### config.mk
export PLATFORM = sky130hd
export DESIGN_NAME = fix_neuron_mac
export DESIGN_NICKNAME = d
export VERILOG_FILES = /design/src/rtl/fix_pkg.sv /design/src/rtl/fix_round_sat.sv /design/src/rtl/fix_neuron_mac.sv
export SDC_FILE = /design/constraint.sdc
export NUM_CORES = 1
export LEC_CHECK = 0
export CORE_ASPECT_RATIO = 0.6
export CORE_MARGIN = 5
export CORE_UTILIZATION = 25
export CTS_CLUSTER_DIAMETER = 100
export DETAILED_ROUTE_END_ITERATION = 16
export GPL_TIMING_DRIVEN = 1
export HOLD_SLACK_MARGIN = 0.1
export PLACE_DENSITY = 0.38
export RECOVER_POWER = 25
export SLEW_MARGIN = 10
export SYNTH_ARGS = -nofsm -noshare
export SYNTH_HDL_FRONTEND = slang
export SYNTH_HIERARCHICAL = 1
export SYNTH_SLANG_ARGS = --single-unit
### constraint.sdc
create_clock -name clk -period 12.8 [get_ports clk]
set_clock_uncertainty 0.2 [all_clocks]
set_input_delay 1.92 -clock clk [delete_from_list [all_inputs] [get_ports clk]]
set_output_delay 1.92 -clock clk [all_outputs]
set_load 0.02 [all_outputs]
### src/rtl/fix_pkg.sv
// fix_pkg: shared Q3.3 constants, FSM encoding and round/saturate helper.
// Provides DW/FRAC/ACC_W, Q3.3 limits, state_t {ACCUM, FLUSH, OUT}, rs_t and round_sat().
package fix_pkg;
    localparam int DW    = 7;
    localparam int FRAC  = 3;
    localparam int ACC_W = 18;
    localparam logic signed [DW-1:0] Q_MAX = DW'(63);
    localparam logic signed [DW-1:0] Q_MIN = DW'(-64);
    localparam logic signed [ACC_W-1:0] A_MAX = ACC_W'(Q_MAX);
    localparam logic signed [ACC_W-1:0] A_MIN = ACC_W'(Q_MIN);
    localparam logic signed [ACC_W-1:0] HALF  = ACC_W'(1 << (FRAC - 1));
    typedef enum logic [1:0] {ACCUM, FLUSH, OUT} state_t;
    typedef struct packed {
        logic          sat;
        logic [DW-1:0] data;
    } rs_t;
    // Round half-up (toward +inf) from Q6.6-scaled accumulator to Q3.3, then clip.
    function automatic rs_t round_sat(input logic signed [ACC_W-1:0] acc);
        logic signed [ACC_W-1:0] r;
        rs_t o;
        r = (acc + HALF) >>> FRAC;
        o.sat  = r > A_MAX || r < A_MIN;
        o.data = r > A_MAX ? Q_MAX : r < A_MIN ? Q_MIN : r[DW-1:0];
        return o;
    endfunction
endpackage

### src/rtl/fix_round_sat.sv
// fix_round_sat: combinational ACC_W -> DW round-half-up with saturation flag.
// Ports: acc_i (signed accumulator, FRAC extra fraction bits), data_o (Q3.3), sat_o (clipped).
module fix_round_sat
    import fix_pkg::*;
(
    input  logic [ACC_W-1:0] acc_i,
    output logic [DW-1:0]    data_o,
    output logic             sat_o
);
    rs_t r;
    assign r      = round_sat($signed(acc_i));
    assign data_o = r.data;
    assign sat_o  = r.sat;
endmodule

### src/rtl/fix_neuron_mac.sv
// fix_neuron_mac: Q3.3 multiply-accumulate neuron with weight file, bias, round and saturate.
// Ports: clk/rst_n (async active-low), in_valid/in_ready/in_data activation stream,
// w_wr_en/w_wr_addr/w_wr_data weight writes, bias (sampled on first accept of a neuron),
// out_valid/out_ready/out_data/out_sat result stream.
module fix_neuron_mac
    import fix_pkg::*;
#(
    parameter int N_INPUTS = 4,
    parameter int AW       = $clog2(N_INPUTS)
) (
    input  logic          clk,
    input  logic          rst_n,
    input  logic          in_valid,
    output logic          in_ready,
    input  logic [DW-1:0] in_data,
    input  logic          w_wr_en,
    input  logic [AW-1:0] w_wr_addr,
    input  logic [DW-1:0] w_wr_data,
    input  logic [DW-1:0] bias,
    output logic          out_valid,
    input  logic          out_ready,
    output logic [DW-1:0] out_data,
    output logic          out_sat
);
    state_t                  state_q;
    logic [AW-1:0]           count_q;
    logic signed [ACC_W-1:0] acc_q;
    logic signed [2*DW-1:0]  prod_q;
    logic                    prod_v_q, res_q, out_valid_q, out_sat_q;
    logic [DW-1:0]           out_data_q, rs_data;
    logic                    rs_sat;
    logic [DW-1:0]           w_q [N_INPUTS];
    logic                    accept, last;

    assign in_ready  = state_q == ACCUM;
    assign accept    = in_valid && in_ready;
    assign last      = count_q == AW'(N_INPUTS - 1);
    assign out_valid = out_valid_q;
    assign out_data  = out_data_q;
    assign out_sat   = out_sat_q;

    fix_round_sat u_rs (.acc_i(acc_q), .data_o(rs_data), .sat_o(rs_sat));

    always_ff @(posedge clk or negedge rst_n) begin
        if (!rst_n) begin
            state_q     <= ACCUM;
            count_q     <= '0;
            acc_q       <= '0;
            prod_q      <= '0;
            prod_v_q    <= 1'b0;
            res_q       <= 1'b0;
            out_valid_q <= 1'b0;
            out_data_q  <= '0;
            out_sat_q   <= 1'b0;
            for (int i = 0; i < N_INPUTS; i++) w_q[i] <= '0;
        end else begin
            // The accept below reads w_q before this write lands, so a same-cycle write is unseen.
            if (w_wr_en) w_q[w_wr_addr] <= w_wr_data;
            prod_v_q <= accept;
            if (accept) begin
                prod_q  <= (2*DW)'($signed(in_data)) * (2*DW)'($signed(w_q[count_q]));
                count_q <= last ? '0 : count_q + AW'(1);
            end
            // First accept of a neuron restarts the sum from the bias; the previous neuron's
            // last product was already absorbed during FLUSH, so nothing is lost here.
            if (accept && count_q == '0) acc_q <= ACC_W'($signed(bias)) <<< FRAC;
            else if (prod_v_q) acc_q <= acc_q + ACC_W'(prod_q);
            case (state_q)
                ACCUM: if (accept && last) state_q <= FLUSH;
                FLUSH: state_q <= OUT;
                default: begin
                    // OUT: register the rounded result one cycle after the final add, then raise
                    // out_valid the cycle after that (three edges after the last accept).
                    if (out_valid_q && out_ready) begin
                        state_q     <= ACCUM;
                        out_valid_q <= 1'b0;
                        res_q       <= 1'b0;
                        acc_q       <= '0;
                    end else if (res_q) begin
                        out_valid_q <= 1'b1;
                    end else begin
                        res_q      <= 1'b1;
                        out_data_q <= rs_data;
                        out_sat_q  <= rs_sat;
                    end
                end
            endcase
        end
    end
endmodule

=== After elaboration in Yosys (flattened, before gate mapping) ===
Index checks and enable logic that the tools add are counted.

* Register bits after elaboration: 75
* Latch bits: 0
* Bits in writable memories: 0
* Memory bits (read-only): 0
* Input port bits: 28
* Output and inout port bits: 10
* Logic and storage cells: 63
* Memories: 0

* Add/sub/neg operators: 3
* Multiply operators: 1
* Divide/modulo/power cells: 0
* Magnitude comparators: 5
* Equal/unequal tests: 3
* Shift operators: 0
* Muxes and demuxes: 19
* Bitwise logic cells: 5
* Reductions and logical operators: 14

{| class="wikitable"
|+ Operators with widths
! operator !! number
|-
| 18-bit two-way mux || 4
|-
| 7-bit two-way mux || 5
|-
| 28-bit bitwise mux || 1
|-
| 18-bit by 14-bit adder with 18-bit output || 1
|-
| 18-bit by 4-bit adder with 18-bit output (second input constant) || 1
|-
| 15-bit by 7-bit > comparator with 1-bit output (second input constant) || 1
|-
| 15-bit by 7-bit less-than comparator with 1-bit output (second input constant) || 1
|-
| 7-bit binary-select mux with 2-bit select || 1
|-
| 7-bit demux with 2-bit select || 1
|-
| 7-bit by 7-bit multiplier with 14-bit output || 1
|-
| 3-bit >= comparator (second input constant) || 2
|-
| 2-bit two-way mux || 3
|-
| 2-bit inverter with 3-bit output || 2
|-
| 1-bit logical AND || 5
|-
| 2-bit zero test || 2
|-
| 2-bit one-hot mux with 2 select lines || 1
|-
| 2-bit AND reduction || 2
|-
| 3-bit by 1-bit less-than comparator with 1-bit output (second input constant) || 1
|-
| 1-bit two-way mux || 3
|-
| 1-bit inverter || 3
|-
| 3-bit AND reduction || 1
|-
| 3-bit nonzero test || 1
|-
| 2-bit by 1-bit adder with 2-bit output (second input constant) || 1
|-
| 2-bit by 1-bit == test with 1-bit output (second input constant) || 1
|-
| 5 further kinds || 5
|}

=== Logic depth before layout (Yosys ltp) ===
Gate-level depths: netlist (run 1).

* Depth in word-level cells: 6
* Depth in mapped cells: 22
* Gate-level depth less buffers: 21

=== Cells and area by module ===
The synthesis (run 1) kept the hierarchy.

{| class="wikitable"
|+ Modules (own cells, without submodules)
! module !! times used !! cells an instance !! area an instance (µm²) !! seq. area each (µm²)
|-
| fix_neuron_mac || 1 || 562 || 5,768.0 || 1,876.8
|-
| fix_round_sat || 1 || 83 || 553.0 || 0.0
|}

=== Least setup slack after synthesis (run 1) ===
OpenSTA, ideal clock, no wires.

* Kind: input to register
* Start point: input in_data[0]
* End point: register prod_q[13]
* Library setup time: 133 ps
* Arrival: 5,905 ps
* Data required time: 12,467 ps
* Path slack: 6,562 ps
* Stages on the path: 18
* Path buffers: 0
* Cells stage by stage: or2_2 > fa_1 > fa_1 > inv_1 > fa_1 > inv_1 > fa_1 > inv_1 > ha_1 > inv_1 > o21bai_1 > a21oi_1 > o21bai_1 > a21o_1 > a31o_2 > a21oi_1 > xnor2_1 > o21ai_0

* Cells in the longest elaborated chain, start to end: 1

{| class="wikitable"
|+ Ends and longest elaborated chain
! element !! RTL line !! source
|-
| start: declaration || fix_neuron_mac.sv:15 || <nowiki>input logic [DW-1:0] in_data,</nowiki>
|-
| 7-bit by 7-bit multiplier with 14-bit output || fix_neuron_mac.sv:61 || <nowiki>prod_q <= (2*DW)'($signed(in_data)) * (2*DW)'($signed(w_q[count_q]));</nowiki>
|-
| end signal: assignment || fix_neuron_mac.sv:61 ||
|-
| end: declaration || fix_neuron_mac.sv:28 || <nowiki>logic signed [2*DW-1:0] prod_q;</nowiki>
|}

Every way passes these cells.
A chain may end at the register's enable or synchronous reset.

=== Final worst setup path (run 1) ===
Same ends and word-level chain as after synthesis.

==> results of run 1 <==
## state kept, by name, indices dropped and copies added (netlist names)
| signal | cells |
|---|---|
| w_q | 28 |
| prod_q | 14 |
| acc_q | 18 |
| state_q | 2 |
| out_valid | 1 |
| count_q | 2 |
| prod_v_q | 1 |
| out_data | 7 |
| res_q | 1 |
| out_sat | 1 |
## area by class of cell
| class | count | share of cell area [%] |
|---|---|---|
| multi-input combinational | 474 | 55.3 |
| sequential | 75 | 25.5 |
| tap | 329 | 5.59 |
| timing repair buffer | 39 | 5.15 |
| inverter | 84 | 4.28 |
| clock buffer | 9 | 3.06 |
| clock inverter | 7 | 1.10 |
## worst max-delay path: stages
cell and delay, ns:
clkdlybuf4s50_1 0.51, or2_2 0.36, fa_1 0.51, fa_1 0.54, inv_1 0.06, fa_1 0.53
inv_1 0.05, fa_1 0.52, inv_1 0.04, ha_1 0.28, inv_1 0.10, o21bai_1 0.12
a21oi_1 0.17, o21bai_1 0.12, a21o_1 0.21, a31o_2 0.25, a21oi_1 0.17, xnor2_1 0.13
o21ai_0 0.09
## logic make-up (layout without fill, tap and decap cells)
| kind of cell | Yosys count | count (layout) | share of synthesized area [%] |
|---|---|---|---|
| AND/OR/NAND/NOR | 182 | 182 | 14.5 |
| AO/OA/AOI/OAI | 107 | 107 | 11.1 |
| buffers and inverters | 96 | 139 | 5.82 |
| adder cells (fa/ha/maj) | 88 | 88 | 22.2 |
| flip-flops | 75 | 75 | 29.7 |
| multiplexers | 62 | 62 | 11.8 |
| XOR/XNOR | 35 | 35 | 4.85 |
## metrics by stage
stage | area (sq um) | utilization [%] | cells
global route | 7370 | 29.3 | 1017
CTS | 7370 | 29.3 | 1017
finish | 7370 | 29.3 | 1017
floorplan | 6320 | - | 645
global placement | 7060 | 28.1 | 1001
detailed placement | 7060 | 28.1 | 1001
## metal layers
| layer | vias up | routed length, um | track usage [%] |
|---|---|---|---|
| met4 | 0 | 134 | 2.31 |
| met1 | 2382 | 8450 | 17.3 |
| met2 | 79 | 6370 | 16.1 |
| met5 | - | 0 | 0 |
| met3 | 13 | 623 | 2.61 |
| li1 | 2282 | - | - |
## worst paths after layout
path,startpoint,endpoint,slack [ns],depth (start not counted)
worst max-delay path,in_data[0],prod_q[13],6.10,19
worst min-delay path,prod_q[10],prod_q[10],0.29,2
worst max register to register,count_q[0],prod_q[13],6.56,20
worst min register to register,prod_q[10],prod_q[10],0.29,2
max in group asynchronous,rst_n,acc_q[11],7.10,1
min in group asynchronous,rst_n,res_q,2.88,1
## cells in the final DEF (no fill, tap or decap), types with 3 or more instances in the layout
cell,synthesis,final
a211oi_1,5,5
a21o_1,6,6
a21oi_1,27,27
a31o_2,3,3
a31oi_1,4,4
and2_1,31,31
clkbuf_16,0,9
clkdlybuf4s50_1,0,35
clkinvlp_4,0,3
dfrtp_1,75,75
fa_1,40,40
ha_1,48,48
inv_1,84,84
mux2_2,42,42
mux2i_1,14,14
mux4_2,6,6
nand2_1,53,53
nand3_1,18,18
nand3b_1,4,4
nand4_1,3,3
nor2_1,38,38
nor2b_1,4,4
nor3_1,12,12
nor4_1,5,5
o21a_1,5,5
o21ai_0,28,28
o21bai_1,5,5
xnor2_1,25,25
xor2_1,10,10
==> run summary, run 1 <==
Setup repair after global routing missed its margin = no
Post-place setup slack = 5.72 ns
Diodes inserted = 0
FF/Latch Area = 0.00188 sq mm
Ys flop type = dfrtp_1
Number of buffers between clock root and the deepest sink = 2
Synth Register Bits = 75
Residual antenna-violating net count after detailed routing = 0
Most common cell in the netlist = inv_1
Max-cap violation count = 1
CTS Root Buffer Type = clkbuf_16
Required time at the worst-slack endpoint = 12.79 ns
Post-synthesis sequential area ratio = 29.7%
Synthesized area per cell = 9.80 sq um
Violations in the final reports = max-capacitance violations, max-slew violations
Number of top-level pins = 38
Per-cell routed wire length = 15.3 um
Die boundary height = 133 um
Clock-pin slew on the worst setup and hold paths = 0.06 ns
Number of global-route vias before repair = 4,970
Worst setup EP type = register
Total congestion overflow = 0
Total wire length after detailed routing = 15.6 mm
Critical path start-end classification = in2reg
Distinct cell type count of the synthesized netlist = 60
Number of fill cells in the layout = 2,656
Result of the run = complete, but fails checks
Maximum level of the CTS H-tree = 3
Maximum number of pins on one net before global-route repair = 76
Initial standard-cell utilization of the core = 25.2%
Antenna violations before repair = 0
Starting DRC count in detailed routing = 325
Total number of yosys warnings = 6
Slew @ Worst Pin = 4.30 ns
Die ar. = 0.0287 sq mm
Die width = 215 um
Worst setup margin = 6.10 ns
Max_slew headroom = -187%
Clock tree from TritonCTS = done
Synth top cells by count = inv_1 (84), dfrtp_1 (75), nand2_1 (53)
Yosys top cell by area = dfrtp_1
Share of synthesized registers carrying an async set or reset = 100%
Via count = 4,756
Area Growth Syn to Fin = 16.5%
CTS sink cnt = 75
Fin Hold WS = 0.291 ns
Synthesized Nets = 761
Area of combinational cells with multiple inputs = 0.00408 sq mm
Total number of placement rows = 45
I/O Buffers = 37
Post-CTS Hold Buffers = 0
TritonCTS Buffers = 9
Final #Nets = 799
Half-perimeter wire length after detailed placement = 12.4 mm
Post-synthesis cell count = 645
Worst setup SP type = input port
Post-detailed-route via-to-cell ratio = 4.68
Number of failing hold endpoints at the final stage = 0
First-pass GRT wire length = 26.2 mm
Ratio of final minimum period to clock period = 52.4%
Clock latency of the later-clocked register in the worst-skew pair = 0.34 ns
Cell Area, Synth = 0.00632 sq mm
Clock period minus final worst setup slack = 6.70 ns
Post-cts repair resize count = 0
Setup repair bufs after CTS = 0
First drt pass iteration count = 5
Area contributors post-synth = dfrtp_1 (30%), fa_1 (13%), ha_1 (9.5%)
Area inside the core boundary = 0.0251 sq mm
Sum of negative setup slack = 0 ns
DRC violation count after routing = 0
All-Layer GR Usage = 11.3%
Worst-path fanout max = 7
Critical Path AT = 6.69 ns
Share of post-route cells with drive strength above 1 = 11.3%
Achievable Freq = 149 MHz
Class of the tightest hold or removal check = reg2reg
Yosys top cell area share = 29.7%
Fin. max-slew vios = 76
# setup viols final = 0
Placer congestion estimate = 0.798
Count of flip-flops with a built-in enable after synthesis = 0
Power of run 1 is not shown: default switching activity piles up to over one toggle a cycle in this logic, so the estimate is an artifact.
==> inputs of run 2 (changes only) <==
==> constraint.sdc (replaced) <==
create_clock -name clk -period 6.4 [get_ports clk]
set_clock_uncertainty 0.2 [all_clocks]
set_input_delay 0.96 -clock clk [delete_from_list [all_inputs] [get_ports clk]]
set_output_delay 0.96 -clock clk [all_outputs]
set_load 0.02 [all_outputs]
==> run summary, run 2 (synthesized netlist as in run 1, its figures left out) <==
Total congestion overflow = 0
I/O Buffers = 37
CTS sink cnt = 75
Worst setup margin = 0.548 ns
Diodes inserted = 0
Worst setup EP type = register
Clock period minus final worst setup slack = 5.85 ns
Number of global-route vias before repair = 4,824
Total wire length after detailed routing = 15.6 mm
Clock latency of the later-clocked register in the worst-skew pair = 0.35 ns
Die boundary height = 133 um
DRC violation count after routing = 0
Result of the run = complete, but fails checks
Slew @ Worst Pin = 4.33 ns
Post-detailed-route via-to-cell ratio = 4.59
Ratio of final minimum period to clock period = 91.4%
Starting DRC count in detailed routing = 219
Critical path start-end classification = reg2reg
Post-place setup slack = 0.351 ns
Max stage delay on crit path = 0.74 ns
Worst-path fanout max = 11
First drt pass iteration count = 4
Flip-flop count of the largest register after layout = 28
Worst setup SP type = register
Critical Path AT = 5.85 ns
Share of post-route cells with drive strength above 1 = 11.5%
Number of top-level pins = 38
Placer congestion estimate = 0.789
Area inside the core boundary = 0.0251 sq mm
Number of buffers between clock root and the deepest sink = 2
Die width = 215 um
Half-perimeter wire length after detailed placement = 12.3 mm
Registers with the most flip-flops = w_q (28), acc_q (18), prod_q (14)
Max-cap violation count = 1
Number of failing hold endpoints at the final stage = 0
Post-cts repair resize count = 0
Violations in the final reports = max-capacitance violations, max-slew violations
Via count = 4,671
Largest delay contributor family on the critical path = adder cells
Residual antenna-violating net count after detailed routing = 0
Antenna violations before repair = 0
Die ar. = 0.0287 sq mm
Setup repair after global routing missed its margin = no
Critical Path Source = count_q[0]
CTS Root Buffer Type = clkbuf_16
Sum of negative setup slack = 0 ns
Per-cell routed wire length = 15.3 um
CP most frequent cell = inv_1
Initial standard-cell utilization of the core = 25.2%
# setup viols final = 0
First-pass GRT wire length = 26.2 mm
Area Growth Syn to Fin = 16.7%
Max stage delay cell, worst path = dfrtp_1
Class of the tightest hold or removal check = reg2reg
Ordered list of cells on the worst path = mux4_2, and2_1, fa_1, inv_1, fa_1, inv_1, fa_1, inv_1, fa_1, inv_1, ha_1, inv_1, o21bai_1, a21oi_1, o21bai_1, a21o_1, a31o_2, a21oi_1, xnor2_1, o21ai_0
All-Layer GR Usage = 11.4%
Required time at the worst-slack endpoint = 6.40 ns
Setup repair bufs after CTS = 0
Maximum level of the CTS H-tree = 3
Post-CTS Hold Buffers = 0
Achievable Freq = 171 MHz
Clock tree from TritonCTS = done
Final #Nets = 800
Most frequent cells in the layout = inv_1 (84), dfrtp_1 (75), nand2_1 (53)
TritonCTS Buffers = 9
Maximum number of pins on one net before global-route repair = 76
Max_slew headroom = -189%
Leading cell type in the layout, fill and taps excluded = inv_1
Clock-pin slew on the worst setup and hold paths = 0.06 ns
Reg with most FFs = w_q
Startpoint of the worst register-to-register path = count_q[0]
Source of the worst hold timing path = prod_q[8]
Total number of placement rows = 45
Fin. max-slew vios = 76
Combined buffer and inverter count along the critical path = 5
-- run 2: per-layer routing --
metal	GRT usage, %	share of wire [%]
met2	15.7	40
met3	2.59	4.2
met4	2.24	0.80
met1	17.9	55
met5	0	0
-- run 2: layout make-up --
| cell class | count | area, sq um |
|---|---|---|
| Clock buffer | 9 | 225 |
| Clock inverter | 7 | 83.8 |
| Multi-Input combinational cell | 474 | 4080 |
| Fill cell | 2669 | 17700 |
| Timing Repair Buffer | 40 | 387 |
| Sequential cell | 75 | 1880 |
| Inverter | 84 | 315 |
| Tap cell | 329 | 412 |
-- run 2: path summary, 6_finish.rpt --
check                              to  slack [ns]  cells after the start
max                        prod_q[13]        0.55                     20
min                         prod_q[8]        0.29                      2
max reg2reg                prod_q[13]        0.55                     20
min reg2reg                 prod_q[8]        0.29                      2
max in group asynchronous   acc_q[16]        1.64                      1
min in group asynchronous       res_q        1.94                      1
-- run 2: worst reg2reg max path: stages, from the launching register on --
cell and delay [ns]:
dfrtp_1 0.74, mux4_2 0.69, and2_1 0.22, fa_1 0.55
inv_1 0.05, fa_1 0.47, inv_1 0.05, fa_1 0.52
inv_1 0.05, fa_1 0.53, inv_1 0.04, ha_1 0.27
inv_1 0.11, o21bai_1 0.11, a21oi_1 0.17, o21bai_1 0.12
a21o_1 0.21, a31o_2 0.24, a21oi_1 0.17, xnor2_1 0.13
o21ai_0 0.08
-- run 2: metrics by stage --
step	hold WS [ns]	util (%)	std cells	cell area [sq um]
after floorplan	0.254	-	645	6320
after global placement	0.282	28.2	1002	7070
after detailed placement	0.285	28.2	1002	7070
after CTS	0.299	29.4	1018	7380
after global routing	0.317	29.4	1018	7380
final	0.292	29.4	1018	7380
Power of run 2 is left out for the same reason.
==> inputs of run 3 (changes only) <==
--- a/config.mk
+++ b/config.mk
@@ -10,12 +10,12 @@
 export CORE_UTILIZATION = 25
 export CTS_CLUSTER_DIAMETER = 100
 export DETAILED_ROUTE_END_ITERATION = 16
+export DONT_BUFFER_PORTS = 1
 export GPL_TIMING_DRIVEN = 1
 export HOLD_SLACK_MARGIN = 0.1
-export PLACE_DENSITY = 0.38
+export PLACE_DENSITY = 0.36
 export RECOVER_POWER = 25
 export SLEW_MARGIN = 10
 export SYNTH_ARGS = -nofsm -noshare
 export SYNTH_HDL_FRONTEND = slang
-export SYNTH_HIERARCHICAL = 1
 export SYNTH_SLANG_ARGS = --single-unit
==> run summary, run 3 <==
Violations in the final reports = max-capacitance violations, max-slew violations
Max stage delay cell, worst path = dfrtp_1
Number of fill cells in the layout = 2,556
Die ar. = 0.0280 sq mm
Worst-path fanout max = 11
DRC violation count after routing = 0
Post-synthesis sequential area ratio = 30.5%
Maximum number of pins on one net before global-route repair = 76
Post-detailed-route via-to-cell ratio = 4.59
Final #Nets = 752
Worst setup SP type = register
Ordered list of cells on the worst path = mux4_2, and2_1, fa_1, inv_1, fa_1, inv_1, fa_1, inv_1, fa_1, inv_1, ha_1, a21oi_1, o21bai_1, a21oi_1, o21ai_1, a31oi_1, xnor2_1, o21ai_1
Largest delay contributor family on the critical path = adder cells
Starting DRC count in detailed routing = 252
Max-cap violation count = 1
CTS sink cnt = 75
Total congestion overflow = 0
Required time at the worst-slack endpoint = 6.41 ns
Compound-Gate Fraction of Synth Area = 12.1%
Number of top-level pins = 38
CTS Root Buffer Type = clkbuf_16
Critical Path AT = 5.63 ns
Die width = 213 um
Number of failing hold endpoints at the final stage = 0
Via count = 4,418
Maximum level of the CTS H-tree = 3
Combined buffer and inverter count along the critical path = 4
Diodes inserted = 0
Area contributors post-synth = dfrtp_1 (30%), fa_1 (13%), ha_1 (9.8%)
Total wire length after detailed routing = 14.8 mm
Sum of negative setup slack = 0 ns
First drt pass iteration count = 5
Number of buffers between clock root and the deepest sink = 2
Residual antenna-violating net count after detailed routing = 0
Critical path start-end classification = reg2reg
# setup viols final = 0
Distinct cell type count of the synthesized netlist = 52
Total number of yosys warnings = 0
Clock period minus final worst setup slack = 5.62 ns
Clock latency of the later-clocked register in the worst-skew pair = 0.36 ns
Area inside the core boundary = 0.0242 sq mm
Reg with most FFs = w_q
Synthesized area per cell = 9.69 sq um
Setup repair bufs after CTS = 0
Initial standard-cell utilization of the core = 25.4%
Ys flop type = dfrtp_1
Result of the run = complete, but fails checks
Achievable Freq = 178 MHz
Count of flip-flops with a built-in enable after synthesis = 0
Cell Area, Synth = 0.00616 sq mm
Yosys top cell area share = 30.5%
TritonCTS Buffers = 9
Fraction of synthesized area in multiplexers = 8.98%
First-pass GRT wire length = 24.6 mm
Flip-flop count of the largest register after layout = 28
Clock-pin slew on the worst setup and hold paths = 0.07 ns
Per-cell routed wire length = 15.4 um
Worst setup EP type = register
Ratio of final minimum period to clock period = 87.8%
Half-perimeter wire length after detailed placement = 11.6 mm
Combinational family with the most area after synthesis = adder cells
Clock tree from TritonCTS = done
Synthesized Nets = 751
Fin. max-slew vios = 76
Max stage delay on crit path = 0.72 ns
Placer congestion estimate = 0.803
Slew @ Worst Pin = 4.21 ns
Number of global-route vias before repair = 4,483
Antenna violations before repair = 0
Class of the tightest hold or removal check = reg2reg
Most frequent cells in the layout = inv_1 (75), dfrtp_1 (75), nand2_1 (60)
Synth top cells by count = dfrtp_1 (75), inv_1 (75), nand2_1 (60)
Area Growth Syn to Fin = 11.0%
Die boundary height = 132 um
Registers with the most flip-flops = w_q (28), acc_q (18), prod_q (14)
Total number of placement rows = 44
Basic-gate share of the synthesized area counting and, or, nand and nor cells = 15.2%
Share of synthesized registers carrying an async set or reset = 100%
Max_slew headroom = -181%
Share of post-route cells with drive strength above 1 = 9.83%
Post-synthesis cell count = 635
Post-cts repair resize count = 0
Synth Register Bits = 75
I/O Buffers = 0
Share of the synthesized netlist area taken by xor and xnor gates = 4.98%
Adder-cell share of the synthesized area = 22.8%
Setup repair after global routing missed its margin = no
Yosys top cell by area = dfrtp_1
Post-CTS Hold Buffers = 1
All-Layer GR Usage = 11.0%
[run 3: changes by cell type after synthesis, moves of 3 or more]
cell / before / now
a22o_1: 1 / 6
and3_1: 1 / 7
o21ai_1: 2 / 10
nand3_1: 18 / 13
nand2_1: 53 / 60
mux2i_1: 14 / 8
xor2_1: 10 / 7
xnor2_1: 25 / 28
a31oi_1: 4 / 9
mux2_2: 42 / 30
inv_1: 84 / 75
[run 3: layout make-up]
cell class,instances,area (sq um),area share [%]
Clock inverter,7,75.1,1.10
Sequential cell,75,1880,27.5
Inverter,75,282,4.12
Tap cell,322,403,5.90
Clock buffer,9,225,3.30
Timing Repair Buffer,4,26.3,0.385
Multi-Input combinational cell,471,3940,57.7
[run 3: worst paths after layout]
path / from / to / slack, ns / depth (start not counted)
max reg2reg: count_q[0] / prod_q[13] / 0.78 / 18
min reg2reg: prod_q[4] / prod_q[4] / 0.29 / 2
max: count_q[0] / prod_q[13] / 0.78 / 18
min: prod_q[4] / prod_q[4] / 0.29 / 2
min in group asynchronous: rst_n / state_q[1] / 1.87 / 1
max in group asynchronous: rst_n / prod_q[9] / 1.71 / 1
[run 3: worst min-delay path, cell delays in order, from the launching register on]
cell and delay (ns):
dfrtp_1 0.35, nand2_1 0.05, nand2_1 0.05
[run 3: routing by layer]
layer / vias up / global-route usage, % / wire [um]
met4: 0 / 3.09 / 185
met1: 2183 / 16.9 / 7960
li1: 2169 / - / -
met3: 14 / 2.50 / 479
met2: 52 / 15.3 / 6190
met5: - / 0 / 0
[run 3: kinds of logic after synthesis]
logic type	after synthesis
simple gates	187
compound gates	117
buf+inv	89
fa+ha+maj	88
flops	75
mux	44
xor+xnor	35
[run 3: through the flow]
| stage | util, % | setup WS, ns | hold slack (ns) | cells | area, sq um |
|---|---|---|---|---|---|
| finish | 28.2 | 0.782 | 0.287 | 963 | 6830 |
| detailed placement | 26.9 | 0.734 | 0.273 | 946 | 6530 |
| global placement | 26.9 | 0.801 | 0.275 | 946 | 6530 |
| CTS | 28.3 | 0.719 | 0.293 | 963 | 6850 |
| floorplan | - | 1.19 | 0.243 | 635 | 6160 |
| global route | 28.2 | 0.378 | 0.321 | 963 | 6830 |
Power of run 3 is left out for the same reason.
